## config.mk

```make
export PLATFORM = sky130hd
export DESIGN_NAME = iecdrv_head_tracker_flat
export DESIGN_NICKNAME = d
export VERILOG_FILES = /design/src/rtl/iecdrv_pkg.sv /design/src/rtl/iecdrv_head_tracker_if.sv /design/src/rtl/iecdrv_save_fifo.sv /design/src/rtl/iecdrv_head_tracker.sv /design/src/flat_wrapper.sv
export SDC_FILE = /design/constraint.sdc
export NUM_CORES = 1
export LEC_CHECK = 0
export CAP_MARGIN = 10
export CORE_MARGIN = 5
export CORE_UTILIZATION = 45
export DETAILED_ROUTE_END_ITERATION = 8
export GPL_ROUTABILITY_DRIVEN = 0
export MAX_ROUTING_LAYER = met4
export PLACE_DENSITY = 0.72
export SLEW_MARGIN = 5
export SYNTH_ARGS = -nofsm -noshare
export SYNTH_HDL_FRONTEND = slang
export SYNTH_SLANG_ARGS = --single-unit
```

## constraint.sdc

```tcl
create_clock -name clk -period 3.2 [get_ports clk]
set_clock_uncertainty 0.2 [all_clocks]
set_input_delay 0.48 -clock clk [delete_from_list [all_inputs] [get_ports clk]]
set_output_delay 0.48 -clock clk [all_outputs]
set_load 0.05 [all_outputs]
```

## src/rtl/iecdrv_pkg.sv

```systemverilog
// Shared drive types: half-track index and the flush-queue entry.
// Pure declarations; no latency or backpressure.
package iecdrv_pkg;

    typedef logic [6:0] htrack_t;

    typedef struct packed {
        htrack_t htrack;
        logic    side;
    } save_entry_t;

    localparam int MAX_HTRACK_1541   = 84;
    localparam int RESET_HTRACK_1541 = 36;

endpackage

```

## src/rtl/iecdrv_head_tracker_if.sv

```systemverilog
// Track-flush request channel: head entry presented while save_req is high.
// Valid/ready: the entry is consumed on a clk where save_req and save_ack are both high.
interface iecdrv_head_tracker_if;
    import iecdrv_pkg::*;

    logic    save_req;
    htrack_t save_htrack;
    logic    save_side;
    logic    save_ack;

    modport master (
        output save_req,
        output save_htrack,
        output save_side,
        input  save_ack
    );

    modport slave (
        input  save_req,
        input  save_htrack,
        input  save_side,
        output save_ack
    );

endinterface

```

## src/rtl/iecdrv_save_fifo.sv

```systemverilog
// Flush-request FIFO, QDEPTH entries, head visible combinationally; 1 clk push-to-visible.
// A push while full is accepted only if a pop happens the same clk; otherwise it is ignored.
module iecdrv_save_fifo
    import iecdrv_pkg::*;
#(
    parameter int QDEPTH = 2
) (
    input  logic        clk,
    input  logic        reset,
    input  logic        clr,
    input  logic        push,
    input  save_entry_t push_dat,
    input  logic        pop,
    output logic        full,
    output logic        empty,
    output save_entry_t head
);

    localparam int AW = $clog2(QDEPTH);

    save_entry_t   mem [QDEPTH];
    logic [AW-1:0] wr_ptr;
    logic [AW-1:0] rd_ptr;
    logic [AW:0]   count;
    logic          do_push;
    logic          do_pop;

    assign empty   = (count == '0);
    assign full    = (count == (AW+1)'(QDEPTH));
    assign do_pop  = pop & ~empty;
    assign do_push = push & (~full | do_pop);
    assign head    = mem[rd_ptr];

    // Pointers wrap naturally because QDEPTH is a power of two.
    always_ff @(posedge clk) begin
        if (reset || clr) begin
            wr_ptr <= '0;
            rd_ptr <= '0;
            count  <= '0;
        end else begin
            if (do_push) begin
                wr_ptr <= wr_ptr + AW'(1);
            end
            if (do_pop) begin
                rd_ptr <= rd_ptr + AW'(1);
            end
            count <= count + (AW+1)'(do_push) - (AW+1)'(do_pop);
        end
    end

    always_ff @(posedge clk) begin
        if (do_push && !clr) begin
            mem[wr_ptr] <= push_dat;
        end
    end

    a_count_range: assert property (@(posedge clk) disable iff (reset)
        count <= (AW+1)'(QDEPTH));

endmodule

```

## src/rtl/iecdrv_head_tracker.sv

```systemverilog
// Drive head tracker: stepper phases to half-track, dirty-track flush queue, disk-change timer.
// htrack moves 2 clk after a new stp; flush queue is valid/ready and drops with sticky save_ovf when full.
module iecdrv_head_tracker
    import iecdrv_pkg::*;
#(
    parameter int MAX_HTRACK   = MAX_HTRACK_1541,
    parameter int RESET_HTRACK = RESET_HTRACK_1541,
    parameter int SIDES        = 1,
    parameter int QDEPTH       = 2,
    parameter int TMO_W        = 25
) (
    input  logic        clk,
    input  logic        reset,
    input  logic        ce,
    input  logic [1:0]  stp,
    input  logic        mtr,
    input  logic        act,
    input  logic        we,
    input  logic        side,
    input  logic        img_mounted,
    input  logic        img_readonly,
    input  logic [31:0] img_size,
    output htrack_t     htrack,
    output logic        side_o,
    output logic        tr00_sense_n,
    output logic        wps_n,
    output logic        disk_present,
    output logic        disk_ready,
    output logic        save_ovf,
    iecdrv_head_tracker_if.master save
);

    logic [1:0]       stp_old;
    logic [1:0]       move;
    logic             step_up;
    logic             step_dn;
    logic             step_any;
    logic             side_nxt;
    logic             side_chg;
    logic             dirty;
    logic             flush;
    logic             push;
    logic             pop;
    logic             q_full;
    logic             q_empty;
    logic             mnt_d;
    logic             mount_edge;
    logic             readonly;
    logic             present;
    logic [TMO_W-1:0] tmo;
    save_entry_t      push_dat;
    save_entry_t      head;

    // Phase difference modulo 4: 1 is one phase forward, 3 one phase back.
    assign move       = stp - stp_old;
    assign step_any   = step_up | step_dn;
    assign side_nxt   = (SIDES == 2) ? side : 1'b0;
    assign side_chg   = (side_nxt != side_o);
    assign mount_edge = img_mounted & ~mnt_d;
    assign flush      = dirty & (step_any | side_chg | ~act);
    assign push       = flush & ~mount_edge;
    assign pop        = save.save_req & save.save_ack;
    assign push_dat   = '{htrack: htrack, side: side_o};

    always_ff @(posedge clk) begin
        stp_old <= stp;
        if (reset) begin
            step_up <= 1'b0;
            step_dn <= 1'b0;
        end else begin
            step_up <= mtr & (move == 2'd1);
            step_dn <= mtr & (move == 2'd3);
        end
    end

    always_ff @(posedge clk) begin
        if (reset) begin
            htrack <= htrack_t'(RESET_HTRACK);
            side_o <= 1'b0;
        end else begin
            side_o <= side_nxt;
            if (step_up) begin
                if (htrack < htrack_t'(MAX_HTRACK)) begin
                    htrack <= htrack + 7'd1;
                end
            end else if (step_dn) begin
                if (htrack != '0) begin
                    htrack <= htrack - 7'd1;
                end
            end
        end
    end

    // A write in the flush clk marks the new position dirty, not the old one.
    always_ff @(posedge clk) begin
        if (reset || mount_edge) begin
            dirty <= 1'b0;
        end else if (we) begin
            dirty <= 1'b1;
        end else if (flush) begin
            dirty <= 1'b0;
        end
    end

    always_ff @(posedge clk) begin
        if (reset) begin
            save_ovf <= 1'b0;
        end else if (push && q_full && !pop) begin
            save_ovf <= 1'b1;
        end
    end

    iecdrv_save_fifo #(
        .QDEPTH (QDEPTH)
    ) u_save_fifo (
        .clk      (clk),
        .reset    (reset),
        .clr      (mount_edge),
        .push     (push),
        .push_dat (push_dat),
        .pop      (pop),
        .full     (q_full),
        .empty    (q_empty),
        .head     (head)
    );

    assign save.save_req    = ~q_empty;
    assign save.save_htrack = head.htrack;
    assign save.save_side   = head.side;

    // Mount restarts the change timer; presence is only reported once it expires.
    always_ff @(posedge clk) begin
        if (reset) begin
            mnt_d        <= 1'b0;
            tmo          <= '0;
            readonly     <= 1'b0;
            present      <= 1'b0;
            disk_present <= 1'b0;
            disk_ready   <= 1'b0;
        end else begin
            mnt_d      <= img_mounted;
            disk_ready <= (tmo == '0);
            if (mount_edge) begin
                tmo          <= '1;
                readonly     <= img_readonly;
                present      <= |img_size;
                disk_present <= 1'b0;
            end else begin
                if (ce && tmo != '0) begin
                    tmo <= tmo - 1'b1;
                end
                if (tmo == '0) begin
                    disk_present <= present;
                end
            end
        end
    end

    assign tr00_sense_n = |htrack;
    assign wps_n        = ~readonly ^ tmo[TMO_W-2];

    a_htrack_range: assert property (@(posedge clk) disable iff (reset)
        htrack <= htrack_t'(MAX_HTRACK));

    a_single_side: assert property (@(posedge clk) disable iff (reset)
        (SIDES == 2) || !side_o);

endmodule

```

## src/flat_wrapper.sv

```systemverilog
// flat-port wrapper written by rule: the top's interface ports become plain ports
module iecdrv_head_tracker_flat import iecdrv_pkg::*;
#(
    parameter int MAX_HTRACK   = MAX_HTRACK_1541,
    parameter int RESET_HTRACK = RESET_HTRACK_1541,
    parameter int SIDES        = 1,
    parameter int QDEPTH       = 2,
    parameter int TMO_W        = 25
)
  (clk, reset, ce, stp, mtr, act, we, side, img_mounted, img_readonly, img_size, htrack, side_o, tr00_sense_n, wps_n, disk_present, disk_ready, save_ovf, save_save_req, save_save_htrack, save_save_side, save_save_ack);
  iecdrv_head_tracker_if save_i ();
  input  logic clk;
  input  logic reset;
  input  logic ce;
  input  logic [1:0] stp;
  input  logic mtr;
  input  logic act;
  input  logic we;
  input  logic side;
  input  logic img_mounted;
  input  logic img_readonly;
  input  logic [31:0] img_size;
  output htrack_t htrack;
  output logic side_o;
  output logic tr00_sense_n;
  output logic wps_n;
  output logic disk_present;
  output logic disk_ready;
  output logic save_ovf;
  output wire logic [$bits(save_i.save_req)-1:0] save_save_req;
  output wire logic [$bits(save_i.save_htrack)-1:0] save_save_htrack;
  output wire logic [$bits(save_i.save_side)-1:0] save_save_side;
  input wire logic [$bits(save_i.save_ack)-1:0] save_save_ack;
  assign save_save_req = save_i.save_req;
  assign save_save_htrack = save_i.save_htrack;
  assign save_save_side = save_i.save_side;
  assign save_i.save_ack = save_save_ack;
  iecdrv_head_tracker #(.MAX_HTRACK(MAX_HTRACK), .RESET_HTRACK(RESET_HTRACK), .SIDES(SIDES), .QDEPTH(QDEPTH), .TMO_W(TMO_W)) u_core (.clk(clk), .reset(reset), .ce(ce), .stp(stp), .mtr(mtr), .act(act), .we(we), .side(side), .img_mounted(img_mounted), .img_readonly(img_readonly), .img_size(img_size), .htrack(htrack), .side_o(side_o), .tr00_sense_n(tr00_sense_n), .wps_n(wps_n), .disk_present(disk_present), .disk_ready(disk_ready), .save_ovf(save_ovf), .save(save_i));
endmodule
```

==> out/results.ini, run 1 <==
[worst_setup_path]
crit_family = buffers and inverters
worstPathMaxFanout = 7
critPathBufInv = 2
critPathLaunchType = register
critical_path.max_stage_delay_ps = 690
arrival_ps = 2150
cp-end-kind = primary output
rr_startpoint = u_core.tmo[16]$_SDFFE_PP0P_
cp_cell_sequence = or4_1 -> nor2_1 -> inv_1 -> clkdlybuf4s50_1
crit_start = u_core.htrack[1]$_SDFFE_PP0P_
r2r_slack_ps = 710
cp_slowest_cell = clkdlybuf4s50_1
worstSetupPathType = register to primary output
cp.required_ps = 2520

[clock_network]
cts_root_buf = clkbuf_8
cts_setup_buffers = 0
ctsHoldBuffers = 0
clkSinkCount = 62
cts_tree = done
ctsResizeCount = 0
clock_path_buffers = 2
clk_pin_slew_worst_paths_ps = 60
clk_latency_ps = 350
cts_max_level = 3
numCtsBuffers = 9

[detailed_routing]
postRouteAntennaNets = 0
dr.pass1.iters = 4
wl_per_cell_um = 15.32
via_count = 2571
drt_wl_total_um = 7141
drt-initial-drc-count = 85
drc = 0
vias_per_cell = 5.517

[final_layout]
drive_above_1_share_pct = 10.36
area_delta_synth_final_pct = 30.68
fillCellCount = 575
multiInputGateArea_mm2 = 0.001598
layout.nets = 435
n_antenna_cell = 0
ff_latch_area_mm2 = 0.001381
fin_area_mm2 = 0.004024

[pwr]
p_leak_nw = 1.444
total_power_mw = 2.103
ir_worst_vdd_mv = 0.2552
powerDensity_mw_per_mm2 = 522.6

[synthesis]
muxShareOfSynthArea_pct = 4.917
synth_top_area_cell = dfxtp_1
yosys.area_share.simple_pct = 20.20
synthXorXnorAreaFrac_pct = 8.818
yosys_most_used_dff = dfxtp_1
synth_common_cells = dfxtp_1 (48), a21oi_1 (28), nor2_1 (26)
synth_cell_types = 50
syn_area_per_cell_um2 = 9.806
synth_top_family_by_area = simple AND/OR/NAND/NOR gates
ys_warn_count = 0
synthAdderAreaFrac_pct = 4.307
netlist_instances = 314
synthTopCellsByArea = dfxtp_1 (31%), edfxtp_1 (14%), xnor2_1 (5.1%)
async_flop_share_pct = 0
synth-seq-cells = 62
synth_enable_flop_cells = 14
synth_compound_area_share_pct = 13.41
synth_most_common_cell = dfxtp_1
yosysSeqAreaShare_pct = 44.86
syn_area_mm2 = 0.003079
yosysTopAreaCellShare_pct = 31.21

[floorplanning]
core_mm2 = 0.006719
io-pin-count = 66
die_h_um = 92.72
rows = 30
die_w_um = 92.72
start_util_pct = 45.83
die-area_mm2 = 0.008597

[timing]
finalCritPeriodShare_pct = 88.50
worstMarginPinSlew_ps = 743.6
final_hold_viol_count = 0
slew_violations = 0
fmax_mhz = 353.1
slew_headroom_pct = 50.43
setup_violations = 0
tns_ps = 0
rsz0062_at_grt = false
min_period_ps = 2832

[grt]
grt_pass1_wl_um = 11830
antenna_found_initial = 0
overflow = 0
grt_pass1_vias = 2498
grt_max_degree = 29
grt.total_usage_pct = 17.89

[placement]
hpwl_um = 5184
portBuffers = 62
placed_area_mm2 = 0.003794

[hold_path]
hold_path_class = register to register
hold_start = u_core.present$_SDFFE_PP0P_

[job]
maxCapViolations = 0

[run_status]
outcome = finished clean

-- layout by cell type (no fill, tap or decap), types with 3 or more instances in the layout --
cell type,netlist,layout
a211oi_1,3,3
dfxtp_1,48,48
xor2_1,13,13
and3_1,3,3
nand3_1,3,3
a21oi_1,28,28
clkbuf_1,10,3
nand2_1,16,16
edfxtp_1,14,14
xnor2_1,18,18
nor2_1,26,26
ha_1,9,9
o211ai_1,7,7
or2_2,3,3
nor4_1,14,14
or4_1,5,5
o21ai_0,7,7
mux2_2,9,9
bufinv_16,0,3
clkbuf_8,0,9
or3_1,3,3
a31oi_1,5,5
nor2b_1,3,3
inv_1,11,11
clkdlybuf4s50_1,0,62
buf_4,2,7
mux2i_1,5,5
o21bai_1,3,3
o31ai_1,3,3
and2_1,3,3
nand4_1,6,6
nor3_1,8,8
-- state kept, by name (all words and copies together), names as in the netlist, 2 cells and up, named ones only --
name                      cells
u_core.u_save_fifo.count      2
u_core.u_save_fifo.mem       14
u_core.htrack                 7
u_core.stp_old                2
u_core.tmo                   25
-- logic make-up (layout without fill, tap and decap cells) --
family,after synthesis,in the layout
other,1,2
XOR/XNOR,31,31
flip-flops,62,62
multiplexers,14,14
adder cells (fa/ha/maj),10,10
AND/OR/NAND/NOR,106,106
buffers and inverters,25,96
AO/OA/AOI/OAI,65,65
-- cell type report --
class / instances / area share (%)
clock buffer: 12 / 3.358
clock inverter: 4 / 2.363
inverter: 11 / 1.026
multi-input combinational: 228 / 39.71
sequential: 62 / 34.33
tap: 80 / 2.488
timing repair buffer: 69 / 16.73
-- worst reg2reg max path, stage by stage (launching register included) --
cell and delay (ps):
dfxtp_1 360, nor4_1 580, nand4_1 380, o21ai_0 410, mux2_2 370, a21oi_1 130
-- where the power goes --
part | internal (mW) | switching, mW
combinational | 0.182 | 0.196
sequential | 0.848 | 0.0598
clock | 0.517 | 0.300
total | 1.55 | 0.556
-- layer usage --
metal	GRT usage [%]	share of wire [%]
met4	6.716	1.8
met2	29.73	51
met1	20.72	43
met5	-	0
met3	4.874	4.2
-- path summary, 6_finish.rpt --
kind / to / cells past startpoint
setup / recovery: tr00_sense_n / 4
hold / removal: u_core.disk_present$_SDFFE_PP0P_ / 2
hold reg to reg: u_core.disk_present$_SDFFE_PP0P_ / 2
setup reg to reg: u_core.tmo[1]$_SDFFE_PP0P_ / 5
-- per-stage QoR --
step / setup WS (ps) / util [%] / std cells / hold WS [ps]
after floorplan: 795.2 / - / 315 / 233.2
after global placement: 336.8 / 56.46 / 450 / 246.4
after detailed placement: 252.6 / 56.46 / 450 / 250.4
after CTS: 353.9 / 59.89 / 466 / 260.6
after global routing: 256.9 / 59.89 / 466 / 290.7
final: 368.2 / 59.89 / 466 / 257.8
No activity file was read; power rests on OpenSTA's default activity.
==> inputs of run 2 (changes only) <==
--- a/config.mk
+++ b/config.mk
@@ -8,6 +8,7 @@
 export CAP_MARGIN = 10
 export CORE_MARGIN = 5
 export CORE_UTILIZATION = 45
+export CTS_CLUSTER_SIZE = 14
 export DETAILED_ROUTE_END_ITERATION = 8
 export GPL_ROUTABILITY_DRIVEN = 0
 export MAX_ROUTING_LAYER = met4
==> results of run 2 <==
The final DEF is identical to that of run 1; final timing and power are the same.
